## src/rtl/switch_debouncer_if.sv

```systemverilog
// Switch-side bundle for switch_debouncer: raw levels in; debounced levels and edge pulses out.
// The debouncer takes the slave view; whoever drives the raw switches takes the master view.
interface switch_debouncer_if #(
  parameter int WIDTH = 3
);
  logic [WIDTH-1:0] I;
  logic [WIDTH-1:0] O;
  logic [WIDTH-1:0] RISE;
  logic [WIDTH-1:0] FALL;

  modport master (output I, input O, input RISE, input FALL);
  modport slave  (input I, output O, output RISE, output FALL);
endinterface

```

## src/rtl/switch_debouncer.sv

```systemverilog
// Per-bit switch debouncer: two-flop synchroniser, then a stability counter that accepts a new
// level only after it has been seen for STABLE_CYCLES consecutive clocks, with one-cycle edge pulses.
module switch_debouncer #(
  parameter int WIDTH         = 3,
  parameter int STABLE_CYCLES = 50000,
  parameter int COUNT_WIDTH   = 16
) (
  input  logic              CLK,
  input  logic              RESET,
  switch_debouncer_if.slave sw
);

  localparam logic [COUNT_WIDTH-1:0] LAST_CNT = COUNT_WIDTH'(STABLE_CYCLES - 1);

  if (STABLE_CYCLES < 1 || (64'd1 << COUNT_WIDTH) <= 64'(STABLE_CYCLES - 1)) begin : g_bad_params
    $error("switch_debouncer: STABLE_CYCLES must be >= 1 and fit in COUNT_WIDTH bits");
  end

  logic [WIDTH-1:0] sync1_q;
  logic [WIDTH-1:0] sync2_q;

  always_ff @(posedge CLK or posedge RESET) begin
    if (RESET) begin
      sync1_q <= '0;
      sync2_q <= '0;
    end else begin
      sync1_q <= sw.I;
      sync2_q <= sync1_q;
    end
  end

  for (genvar gi = 0; gi < WIDTH; gi++) begin : g_bit
    logic [COUNT_WIDTH-1:0] cnt_q, cnt_d;
    logic                   o_q, o_d;
    logic                   rise_q, rise_d;
    logic                   fall_q, fall_d;

    // Any cycle that agrees with the current output restarts qualification from zero.
    always_comb begin
      cnt_d  = cnt_q;
      o_d    = o_q;
      rise_d = 1'b0;
      fall_d = 1'b0;
      if (sync2_q[gi] == o_q) begin
        cnt_d = '0;
      end else if (cnt_q != LAST_CNT) begin
        cnt_d = cnt_q + COUNT_WIDTH'(1);
      end else begin
        o_d    = sync2_q[gi];
        cnt_d  = '0;
        rise_d = sync2_q[gi];
        fall_d = ~sync2_q[gi];
      end
    end

    always_ff @(posedge CLK or posedge RESET) begin
      if (RESET) begin
        cnt_q  <= '0;
        o_q    <= 1'b0;
        rise_q <= 1'b0;
        fall_q <= 1'b0;
      end else begin
        cnt_q  <= cnt_d;
        o_q    <= o_d;
        rise_q <= rise_d;
        fall_q <= fall_d;
      end
    end

    assign sw.O[gi]    = o_q;
    assign sw.RISE[gi] = rise_q;
    assign sw.FALL[gi] = fall_q;
  end

endmodule

```

## src/flat_wrapper.sv

```systemverilog
// flat-port wrapper written by rule: the top's interface ports become plain ports
module switch_debouncer_flat 
#(
  parameter int WIDTH         = 3,
  parameter int STABLE_CYCLES = 50000,
  parameter int COUNT_WIDTH   = 16
)
  (CLK, RESET, sw_I, sw_O, sw_RISE, sw_FALL);
  switch_debouncer_if #(.WIDTH(WIDTH)) sw_i ();
  input  logic CLK;
  input  logic RESET;
  input wire logic [$bits(sw_i.I)-1:0] sw_I;
  output wire logic [$bits(sw_i.O)-1:0] sw_O;
  output wire logic [$bits(sw_i.RISE)-1:0] sw_RISE;
  output wire logic [$bits(sw_i.FALL)-1:0] sw_FALL;
  assign sw_i.I = sw_I;
  assign sw_O = sw_i.O;
  assign sw_RISE = sw_i.RISE;
  assign sw_FALL = sw_i.FALL;
  switch_debouncer #(.WIDTH(WIDTH), .STABLE_CYCLES(STABLE_CYCLES), .COUNT_WIDTH(COUNT_WIDTH)) u_core (.CLK(CLK), .RESET(RESET), .sw(sw_i));
endmodule
```

## config.mk

```make
export PLATFORM = sky130hd
export DESIGN_NAME = switch_debouncer_flat
export DESIGN_NICKNAME = d
export VERILOG_FILES = /design/src/rtl/switch_debouncer_if.sv /design/src/rtl/switch_debouncer.sv /design/src/flat_wrapper.sv
export SDC_FILE = /design/constraint.sdc
export NUM_CORES = 1
export LEC_CHECK = 0
export CAP_MARGIN = 10
export CORE_ASPECT_RATIO = 0.6
export CORE_MARGIN = 1.5
export CORE_UTILIZATION = 40
export CTS_CLUSTER_SIZE = 10
export DETAILED_ROUTE_END_ITERATION = 8
export DONT_BUFFER_PORTS = 1
export PLACE_DENSITY = 0.61
export SLEW_MARGIN = 20
export SYNTH_ARGS = -nofsm -noshare
export SYNTH_HDL_FRONTEND = slang
export SYNTH_SLANG_ARGS = --single-unit
export TNS_END_PERCENT = 50
```

## constraint.sdc

```tcl
create_clock -name CLK -period 1.9 [get_ports CLK]
set_clock_uncertainty 0.05 [all_clocks]
set_input_delay 0.095 -clock CLK [delete_from_list [all_inputs] [get_ports CLK]]
set_output_delay 0.095 -clock CLK [all_outputs]
set_load 0.02 [all_outputs]
```

==> reports/qor.yml, run 1 <==
status:
  outcome: "completed"
worst_setup_path:
  reg2reg_setup_slack_ns: 0.24
  cp.buffers_inverters: 1
  crit_fanout: 15
  max_stage_delay_ns: 0.43
  endpoint_kind: "register"
  crit_family: "simple AND/OR/NAND/NOR gates"
  critPathLaunchType: "register"
  regToRegStartpoint: "u_core.g_bit[1].cnt_q[12]"
  critical_path_arrival_ns: 1.82
  cp_cell_sequence: "nor4b_1 -> nand4b_1 -> nand2_1 -> buf_4 -> nor2_1"
  critPathSlowestCell: "dfrtp_1"
  path_class: "reg2reg"
  cp_data_required_time_ns: 2.06
  r2r_cells: 5
  r2r-end: "u_core.g_bit[1].cnt_q[5]"
yosys:
  synthFlopType: "dfrtp_1"
  yosysUniqueCellTypes: 28
  seq_area_frac_synth: 0.542
  syn_area_per_cell_um2: 10.7
  synth_nets: 280
  yosysWarnings: 0
  syn_area_um2: 2910
  synth-edff-count: 0
  async_reset_ff_frac: 1.00
  ys_seq_elements: 63
  synth_cells: 272
timing:
  max_freq_mhz: 601
  hold_viol: 0
  rsz0062_at_grt: "false"
  fin_crit_sh: 0.876
  finalCriticalPeriod_ns: 1.66
  tns_ns: 0
  maxSlewViolCount: 0
  setup_viol: 0
  worst_pin_slew_ns: 0.349
  slew-limit-headroom: 0.765
  hold_slack_ns: 0.241
grt:
  grt_pass1_wl_mm: 9.37
  grt_pass1_vias: 1901
  grt_max_degree: 64
  use_met1: 0.236
  grt_util_met3: 0.0624
  grt.total_usage: 0.156
  antenna_found_initial: 0
  global_route.overflow_total: 0
  top_usage_layer: "met1"
  met2_usage: 0.189
die:
  ios: 14
  core_um2: 6850
  die_area_um2: 7800
  die_height_um: 69.0
  rows: 23
  start_util: 0.424
  dieWidth_um: 113
route:
  wl_per_cell_um: 14.4
  drtAntennaViolNets: 0
  drt_iter0_drc: 156
  viasPerCell: 5.21
  dr.pass1.iters: 4
  vias: 1918
  wl_mm: 5.30
  drcViolationCount: 0
cells_and_area:
  syn_to_final_growth_pct: 13.3
  fin_area_um2: 3290
  multi_input_area_um2: 1210
  final_util: 0.481
  ff_latch_area_um2: 1580
  drive_gt1_frac: 0.0854
  fillers: 636
  antenna_cells: 0
  final_nets: 286
power:
  p_total_mw: 3.02
  leakage_nw: 1.36
  powerDensity_nw_per_um2: 915
  irDropWorstVdd_uv: 450
job:
  drv_cap: 0
clocking:
  cts.repair.resized: 0
  clock-sinks: 63
  cts_htree_levels: 3
  postCtsHoldBufs: 4
  clk_pin_slew_ns: 0.05
  cts_buffers: 9
  root_buffer: "clkbuf_16"
  clock_latency_ns: 0.32
  postCtsSetupRepairBufs: 0
  clockBufferDepth: 2
  cts_tree: "done"
placed_design:
  place.gp.congestion: 0.782
  dp_hpwl_mm: 3.43
  place_area_um2: 2970
  portBuffers: 0
hold_path:
  min_path_type: "in2async"
worst register-to-register path, stage by stage (launching register included):
cell      delay (ns)
dfrtp_1         0.43
nor4b_1         0.38
nand4b_1        0.28
nand2_1         0.13
buf_4           0.21
nor2_1          0.07
report_power, final:
group / switching (mW) / total [mW] / internal, mW / leakage (nW)
Clock: 0.534 / 1.54 / 1.01 / 0.141
Sequential: 0.0205 / 1.39 / 1.37 / 0.859
Combinational: 0.0554 / 0.0861 / 0.0307 / 0.358
Total: 0.610 / 3.02 / 2.41 / 1.36
registers in the layout (all words and copies together) (netlist names):
signal               cells
u_core.g_bit.o_q         3
u_core.sync1_q           3
u_core.g_bit.rise_q      3
u_core.sync2_q           3
u_core.g_bit.cnt_q      48
u_core.g_bit.fall_q      3
Yosys cell counts, drive strengths merged (5+ instances only):
| library cell | number | area (um^2) |
|---|---|---|
| and3 | 7 | 43.8 |
| buf | 13 | 87.6 |
| dfrtp | 63 | 1580 |
| inv | 8 | 30.0 |
| nand2 | 11 | 43.8 |
| nand3 | 16 | 92.6 |
| nand4 | 13 | 93.8 |
| nor2 | 49 | 184 |
| nor3 | 9 | 45.0 |
| nor3b | 6 | 45.0 |
| nor4 | 8 | 50.1 |
| nor4bb | 5 | 50.1 |
| xnor2 | 32 | 280 |
| xor2 | 10 | 87.6 |
per-layer routing:
layer	up-vias	share of wire	wire length, um
met5	-	0	0
met1	911	0.55	2940
met3	12	0.059	313
met2	51	0.37	1960
met4	0	0.018	94
li1	944	-	-
area by class of cell:
type                       instances  share of cell area
multi-input combinational        188               0.368
tap                               87              0.0330
clock buffer                      14              0.0862
timing repair buffer               8              0.0251
inverter                           8             0.00912
sequential                        63               0.479
through the flow:
| stage | cells | setup slack (ns) |
|---|---|---|
| 6_report | 368 | 0.236 |
| 5_1_grt | 368 | 0.0768 |
| 4_1_cts | 368 | 0.225 |
| 3_5_place_dp | 350 | 0.222 |
| 3_3_place_gp | 350 | 0.209 |
| 2_1_floorplan | 272 | 0.185 |
cell usage in the layout (no fill, tap or decap), types with 4 or more instances in the layout:
cell            n
clkbuf_16       9
nand3_1        15
nor3b_1         6
nand4_1        11
dfrtp_1        63
and3_1          7
dlygate4sd3_1   4
nand2_1        10
nor4_1          8
nor3_1          9
clkbuf_8        4
xnor2_1        32
nor4bb_1        5
inv_1           7
nor2_1         49
xor2_1         10
kinds of logic (layout without fill, tap and decap cells):
| logic type | count (synthesis) | after routing | share of synthesized area |
|---|---|---|---|
| AOI/OAI and AO/OA | 6 | 6 | 0.0129 |
| xor gates and xnor gates | 42 | 42 | 0.127 |
| adders and majority gates | 3 | 3 | 0.0129 |
| buffers and inverters | 21 | 30 | 0.0405 |
| DFF | 63 | 63 | 0.542 |
| muxes | 3 | 3 | 0.0116 |
| and+or+nand+nor | 134 | 134 | 0.253 |
how the worst max path moves through the flow:
stage / start / end / slack, ns / cells past startpoint
final: u_core.g_bit[1].cnt_q[12] / u_core.g_bit[1].cnt_q[5] / 0.24 / 5
after floorplan: RESET / u_core.g_bit[0].cnt_q[0] / 0.19 / 1
after global placement: u_core.g_bit[0].cnt_q[0] / u_core.g_bit[0].cnt_q[14] / 0.21 / 5
after global routing: u_core.g_bit[2].cnt_q[0] / u_core.g_bit[2].cnt_q[14] / 0.08 / 5
after detailed placement: u_core.g_bit[2].cnt_q[0] / u_core.g_bit[2].cnt_q[2] / 0.22 / 5
after CTS: u_core.g_bit[2].cnt_q[0] / u_core.g_bit[2].cnt_q[2] / 0.23 / 5
Power figures use the tool's default switching activity.
==> run 2, diff against run 1 <==
==> constraint.sdc (replaced) <==
create_clock -name CLK -period 2 [get_ports CLK]
set_clock_uncertainty 0.05 [all_clocks]
set_input_delay 0.1 -clock CLK [delete_from_list [all_inputs] [get_ports CLK]]
set_output_delay 0.1 -clock CLK [all_outputs]
set_load 0.02 [all_outputs]
==> run 2 against run 1 <==
Sequential share of layout area down 0.14 points. Largest cell class unchanged. Routed wire length down 2.3%. Via count up 1.1%. Sequential power down 5%. Total power down 2.9%. Critical path depth unchanged. Clock power about the same.
==> reports/qor.yml, run 2 (synthesized netlist as in run 1, its figures left out) <==
clocking:
  cts_buffers: 9  # unchanged
  root_buffer: "clkbuf_16"  # unchanged
  cts_htree_levels: 3  # unchanged
  clock_latency_ns: 0.33  # was 0.32 ns
  clockBufferDepth: 2  # unchanged
  cts_tree: "done"  # unchanged
  clk_pin_slew_ns: 0.05  # about the same
  cts.repair.resized: 0  # unchanged
  clock-sinks: 63  # unchanged
hold_path:
  min_path_type: "in2async"  # unchanged
die:
  start_util: 0.424  # unchanged
  die_height_um: 69.0  # unchanged
  ios: 14  # unchanged
  rows: 23  # unchanged
  dieWidth_um: 113  # unchanged
  core_um2: 6850  # unchanged
  die_area_um2: 7800  # unchanged
cells_and_area:
  final_nets: 287  # was 286
  fillers: 630  # was 636
  syn_to_final_growth_pct: 13.7  # was 13.3%
  drive_gt1_frac: 0.0986  # was 0.0854
  largest_register: "u_core.g_bit.cnt_q"  # unchanged
  antenna_cells: 0  # unchanged
  layout_commonest_cell: "dfrtp_1"  # unchanged
  final_cell_mix: "63 x dfrtp_1, 49 x nor2_1, 32 x xnor2_1, 15 x nand3_1, 11 x nand4_1"  # unchanged
  largest_reg_flops: 48  # unchanged
worst_setup_path:
  crit_fanout: 15  # unchanged
  cp-startpoint: "u_core.g_bit[0].cnt_q[10]"  # was u_core.g_bit[1].cnt_q[12]
  endpoint: "u_core.g_bit[0].cnt_q[15]"  # was u_core.g_bit[1].cnt_q[5]
  r2r-end: "u_core.g_bit[0].cnt_q[15]"  # was u_core.g_bit[1].cnt_q[5]
  r2r_cells: 5  # unchanged
  endpoint_kind: "register"  # unchanged
  critPathSlowestCell: "dfrtp_1"  # unchanged
  max_stage_delay_ns: 0.43  # about the same
  critPathLaunchType: "register"  # unchanged
  cp_cell_sequence: "nor4b_1 -> nand4_1 -> nand2_1 -> buf_4 -> a21oi_1"  # was nor4b_1 -> nand4b_1 -> nand2_1 -> buf_4 -> nor2_1
  critical_path_arrival_ns: 1.90  # was 1.82 ns
  cp_data_required_time_ns: 2.15  # was 2.06 ns
  path_class: "reg2reg"  # unchanged
  reg2reg_setup_slack_ns: 0.25  # was 0.24 ns
  regToRegStartpoint: "u_core.g_bit[0].cnt_q[10]"  # was u_core.g_bit[1].cnt_q[12]
power:
  irDropWorstVdd_uv: 553  # was 450 uV
  leakage_nw: 1.36  # about the same
  p_total_mw: 2.93  # was 3.02 mW
  powerDensity_nw_per_um2: 886  # was 915 nW/um^2
timing:
  worst_pin_slew_ns: 0.419  # was 0.349 ns
  finalCriticalPeriod_ns: 1.75  # was 1.66 ns
  setup_viol: 0  # unchanged
  rsz0062_at_grt: "false"  # unchanged
  max_freq_mhz: 572  # was 601 MHz
  fin_crit_sh: 0.874  # was 0.876
  hold_viol: 0  # unchanged
  tns_ns: 0  # unchanged
  maxSlewViolCount: 0  # unchanged
  slew-limit-headroom: 0.718  # was 0.765
placed_design:
  dp_hpwl_mm: 3.50  # was 3.43 mm
  portBuffers: 0  # unchanged
  place.gp.congestion: 0.809  # was 0.782
grt:
  grt.total_usage: 0.154  # was 0.156
  grt_max_degree: 32  # was 64
  grt_pass1_vias: 1806  # was 1901
  global_route.overflow_total: 0  # unchanged
  antenna_found_initial: 0  # unchanged
  grt_pass1_wl_mm: 9.16  # was 9.37 mm
route:
  wl_mm: 5.18  # was 5.30 mm
  dr_wl_met2_mm: 1.95  # was 1.96 mm
  viasPerCell: 5.23  # was 5.21
  wl_per_cell_um: 14.0  # was 14.4 um
  drcViolationCount: 0  # unchanged
  met1_length_mm: 2.79  # was 2.94 mm
  drtAntennaViolNets: 0  # unchanged
  drt_iter0_drc: 90  # was 156
  vias: 1939  # was 1918
  maxUsedRoutingLayer: "met4"  # unchanged
  wl_met3_um: 355  # was 313 um
  dr.pass1.iters: 4  # unchanged
status:
  outcome: "completed"  # unchanged
job:
  drv_cap: 0  # unchanged
[run 2: cell count changes in the layout (fill, tap and decap cells not counted), sizes merged]
cell	delta
buf	+1
bufinv	+1
clkinv	+3
clkinvlp	+2
clkbuf	-4
[run 2: power by group]
group          internal (mW)  switching, mW  total (mW)
logic                 0.0273         0.0517      0.0790
clock network          0.989          0.542        1.53
registers               1.30         0.0200        1.32
[run 2: timing repair]
| action | 4_1_cts | 5_1_grt |
|---|---|---|
| setup buffers | 0 | 0 |
| endpoints found under the hold margin | 66 | 0 |
| hold buffers | 4 | 0 |
[run 2: stage by stage]
step           utilization  std cells  cell area (um^2)  setup WS [ns]  hold slack (ns)
2_1_floorplan            -        272              2910          0.280           0.0814
3_3_place_gp         0.433        351              2970          0.304           -0.127
3_5_place_dp         0.433        351              2970          0.301           -0.126
4_1_cts              0.482        371              3300          0.291           0.0927
5_1_grt              0.482        371              3300         0.0897            0.128
6_report             0.482        371              3300          0.251           0.0978
[run 2: metal layers]
layer,GRT usage,vias up
li1,-,951
met1,0.231,937
met2,0.188,43
met3,0.0686,8
met4,0.0625,0
met5,0,-
[run 2: area by class of cell]
class | count | area (um^2) | share of cell area
clock inverter | 6 | 60.1 | 0.0182
multi-input combinational | 188 | 1210 | 0.367
sequential | 63 | 1580 | 0.477
timing repair buffer | 9 | 77.6 | 0.0235
tap | 87 | 109 | 0.0329
clock buffer | 10 | 239 | 0.0723
inverter | 8 | 30.0 | 0.00909
[run 2: worst max-delay path: cells and delay by family (launching register included)]
family | cells | cell delay [ns]
AO/OA/AOI/OAI | 1 | 0.07
flip-flops | 1 | 0.43
buffers and inverters | 1 | 0.22
AND/OR/NAND/NOR | 3 | 0.86
[run 2: worst min-delay path by stage]
stage	start	end	slack, ns	cells past startpoint
after floorplan	sw_I[0]	u_core.sync1_q[0]	0.08	0
after global placement	RESET	u_core.g_bit[1].cnt_q[7]	-0.13	1
after detailed placement	RESET	u_core.g_bit[1].cnt_q[7]	-0.13	1
after CTS	RESET	u_core.g_bit[1].cnt_q[7]	0.09	2
after global routing	RESET	u_core.g_bit[1].cnt_q[7]	0.13	2
final	RESET	u_core.g_bit[1].cnt_q[7]	0.1	2
==> run 3, diff against run 2 <==
--- a/config.mk
+++ b/config.mk
@@ -8,11 +8,11 @@
 export CAP_MARGIN = 10
 export CORE_ASPECT_RATIO = 0.6
 export CORE_MARGIN = 1.5
-export CORE_UTILIZATION = 40
+export CORE_UTILIZATION = 55
 export CTS_CLUSTER_SIZE = 10
 export DETAILED_ROUTE_END_ITERATION = 8
 export DONT_BUFFER_PORTS = 1
-export PLACE_DENSITY = 0.61
+export PLACE_DENSITY = 0.77
 export SLEW_MARGIN = 20
 export SYNTH_ARGS = -nofsm -noshare
 export SYNTH_HDL_FRONTEND = slang
==> run 3 against run 2 <==
Sequential cell count is the same. Total power shrank 9.2%. Via count shrank 0.26%. Combinational power grew 7.5%. Clock power shrank 18%. Global-route usage grew 6.0 points. Utilization grew 15 points. Die area shrank 26%. Register-to-register slack is essentially flat. Critical path depth shrank 1. Non-clock buffer count grew 2. Sequential power is essentially flat. Critical endpoint is now u_core.g_bit[1].o_q.
==> reports/qor.yml, run 3 (synthesized netlist as in run 1, its figures left out) <==
status:
  outcome: "completed"  # unchanged
worst_setup_path:
  r2r_cells: 4  # was 5
  max_stage_delay_ns: 0.44  # was 0.43 ns
  critPathSlowestCell: "nor4b_1"  # was dfrtp_1
  crit_fanout: 5  # was 15
  cp_cell_sequence: "nor4b_1 -> nand4b_1 -> buf_4 -> mux2_1"  # was nor4b_1 -> nand4_1 -> nand2_1 -> buf_4 -> a21oi_1
  cp-startpoint: "u_core.g_bit[1].cnt_q[12]"  # was u_core.g_bit[0].cnt_q[10]
  endpoint: "u_core.g_bit[1].o_q"  # was u_core.g_bit[0].cnt_q[15]
  endpoint_kind: "register"  # unchanged
  regToRegStartpoint: "u_core.g_bit[1].cnt_q[12]"  # was u_core.g_bit[0].cnt_q[10]
  critical_path_arrival_ns: 1.93  # was 1.90 ns
  cp_data_required_time_ns: 2.17  # was 2.15 ns
  reg2reg_setup_slack_ns: 0.25  # about the same
  r2r-end: "u_core.g_bit[1].o_q"  # was u_core.g_bit[0].cnt_q[15]
  critPathLaunchType: "register"  # unchanged
  path_class: "reg2reg"  # unchanged
timing:
  finalCriticalPeriod_ns: 1.75  # about the same
  maxSlewViolCount: 0  # unchanged
  max_freq_mhz: 570  # was 572 MHz
  setup_slack_ns: 0.247  # was 0.251 ns
  tns_ns: 0  # unchanged
  worst_pin_slew_ns: 0.563  # was 0.419 ns
  rsz0062_at_grt: "false"  # unchanged
  setup_viol: 0  # unchanged
  hold_viol: 0  # unchanged
  slew-limit-headroom: 0.624  # was 0.718
  fin_crit_sh: 0.877  # was 0.874
grt:
  grt_pass1_wl_mm: 9.26  # was 9.16 mm
  use_met1: 0.299  # was 0.231
  grt_pass1_vias: 1887  # was 1806
  grt_util_met3: 0.0767  # was 0.0686
  global_route.overflow_total: 0  # unchanged
  antenna_found_initial: 0  # unchanged
  top_usage_layer: "met2"  # was met1
  grt.total_usage: 0.213  # was 0.154
  met2_usage: 0.304  # was 0.188
  grt_max_degree: 29  # was 32
cells_and_area:
  antenna_cells: 0  # unchanged
  final_nets: 289  # was 287
  largest_register: "u_core.g_bit.cnt_q"  # unchanged
  syn_to_final_growth_pct: 11.4  # was 13.7%
  ff_latch_area_um2: 1580  # unchanged
  layout_commonest_cell: "dfrtp_1"  # unchanged
  fillers: 381  # was 630
  drive_gt1_frac: 0.105  # was 0.0986
  largest_reg_flops: 48  # unchanged
  multi_input_area_um2: 1210  # unchanged
  final_cell_mix: "63 x dfrtp_1, 49 x nor2_1, 32 x xnor2_1, 15 x nand3_1"  # was 63 x dfrtp_1, 49 x nor2_1, 32 x xnor2_1, 15 x nand3_1, 11 x nand4_1
clocking:
  clockBufferDepth: 2  # unchanged
  cts_buffers: 9  # unchanged
  clock_latency_ns: 0.34  # was 0.33 ns
  cts_htree_levels: 3  # unchanged
  cts_tree: "done"  # unchanged
  clk_pin_slew_ns: 0.07  # was 0.05 ns
  postCtsSetupRepairBufs: 0  # unchanged
  clock-sinks: 63  # unchanged
  root_buffer: "clkbuf_8"  # was clkbuf_16
job:
  drv_cap: 0  # unchanged
die:
  rows: 20  # was 23
  ios: 14  # unchanged
  start_util: 0.572  # was 0.424
  die_height_um: 59.3  # was 69.0 um
  dieWidth_um: 96.9  # was 113 um
  core_um2: 5080  # was 6850 um^2
  die_area_um2: 5740  # was 7800 um^2
route:
  vias: 1934  # was 1939
  wl_mm: 5.25  # was 5.18 mm
  dr.pass1.iters: 4  # unchanged
  drtAntennaViolNets: 0  # unchanged
  drcViolationCount: 0  # unchanged
  viasPerCell: 5.49  # was 5.23
  wl_per_cell_um: 14.9  # was 14.0 um
  drt_iter0_drc: 89  # was 90
power:
  power.share.switching: 0.212  # was 0.210
  seqPwrFrac: 0.495  # was 0.450
  p_int_mw: 2.09  # was 2.31 mW
  irDropWorstVdd_uv: 408  # was 553 uV
  power.share.clock: 0.473  # was 0.523
  comb_power_share: 0.032  # was 0.027
  leakage_nw: 1.34  # was 1.36 nW
  p_sw_mw: 0.564  # was 0.613 mW
  powerDensity_nw_per_um2: 820  # was 886 nW/um^2
placed_design:
  place.gp.congestion: 0.798  # was 0.809
  dp_hpwl_mm: 3.57  # was 3.50 mm
  dp_slack_ns: 0.304  # was 0.301 ns
  portBuffers: 0  # unchanged
hold_path:
  min_path_type: "in2async"  # unchanged
[run 3: layer usage]
layer / routed length [um] / up-vias
met5: 0 / -
met3: 216 / 9
met2: 2260 / 41
met4: 81 / 0
met1: 2690 / 930
li1: - / 954
[run 3: cell type report]
type,instances,area share
Sequential cell,63,0.487
Inverter,8,0.00927
Clock inverter,5,0.0247
Multi-Input combinational cell,188,0.374
Clock buffer,11,0.0468
Timing Repair Buffer,11,0.0325
Tap cell,66,0.0255
[run 3: stage by stage]
step	total power, mW	hold slack (ns)	area [um^2]	std cells	utilization
3_5_place_dp	1.42	0.0304	2970	332	0.584
2_1_floorplan	1.39	0.0814	2910	272	-
5_1_grt	2.76	0.235	3240	352	0.637
3_3_place_gp	1.42	0.0234	2970	332	0.584
6_report	2.66	0.223	3240	352	0.637
4_1_cts	2.70	0.231	3240	352	0.637
[run 3: worst max-delay path: cells and delay by family (launching register included)]
kind / cells / cell delay (ns)
buffers and inverters: 1 / 0.20
flip-flops: 1 / 0.43
multiplexers: 1 / 0.31
AND/OR/NAND/NOR: 2 / 0.65
[run 3: what timing repair did]
item	4_1_cts	5_1_grt
hold buffers	4	0
endpoints found under the hold margin	28	0
gates resized for setup	0	0
[run 3: power groups by stage]
stage / clock [mW] / combinational [mW] / sequential, mW
6_report: 1.26 / 0.0849 / 1.32
4_1_cts: 1.29 / 0.0872 / 1.31
5_1_grt: 1.35 / 0.0992 / 1.32
3_3_place_gp: 0 / 0.0790 / 1.34
3_5_place_dp: 0 / 0.0794 / 1.34
2_1_floorplan: 0 / 0.0537 / 1.33
[run 3: how the worst min path moves through the flow]
stage | from | to | slack, ns | cells after the start
2_1_floorplan | sw_I[0] | u_core.sync1_q[0] | 0.08 | 0
3_3_place_gp | RESET | u_core.g_bit[2].cnt_q[11] | 0.02 | 1
3_5_place_dp | RESET | u_core.g_bit[2].cnt_q[13] | 0.03 | 1
4_1_cts | RESET | u_core.g_bit[0].cnt_q[13] | 0.23 | 2
5_1_grt | sw_I[0] | u_core.sync1_q[0] | 0.24 | 1
6_report | RESET | u_core.g_bit[0].cnt_q[4] | 0.22 | 2
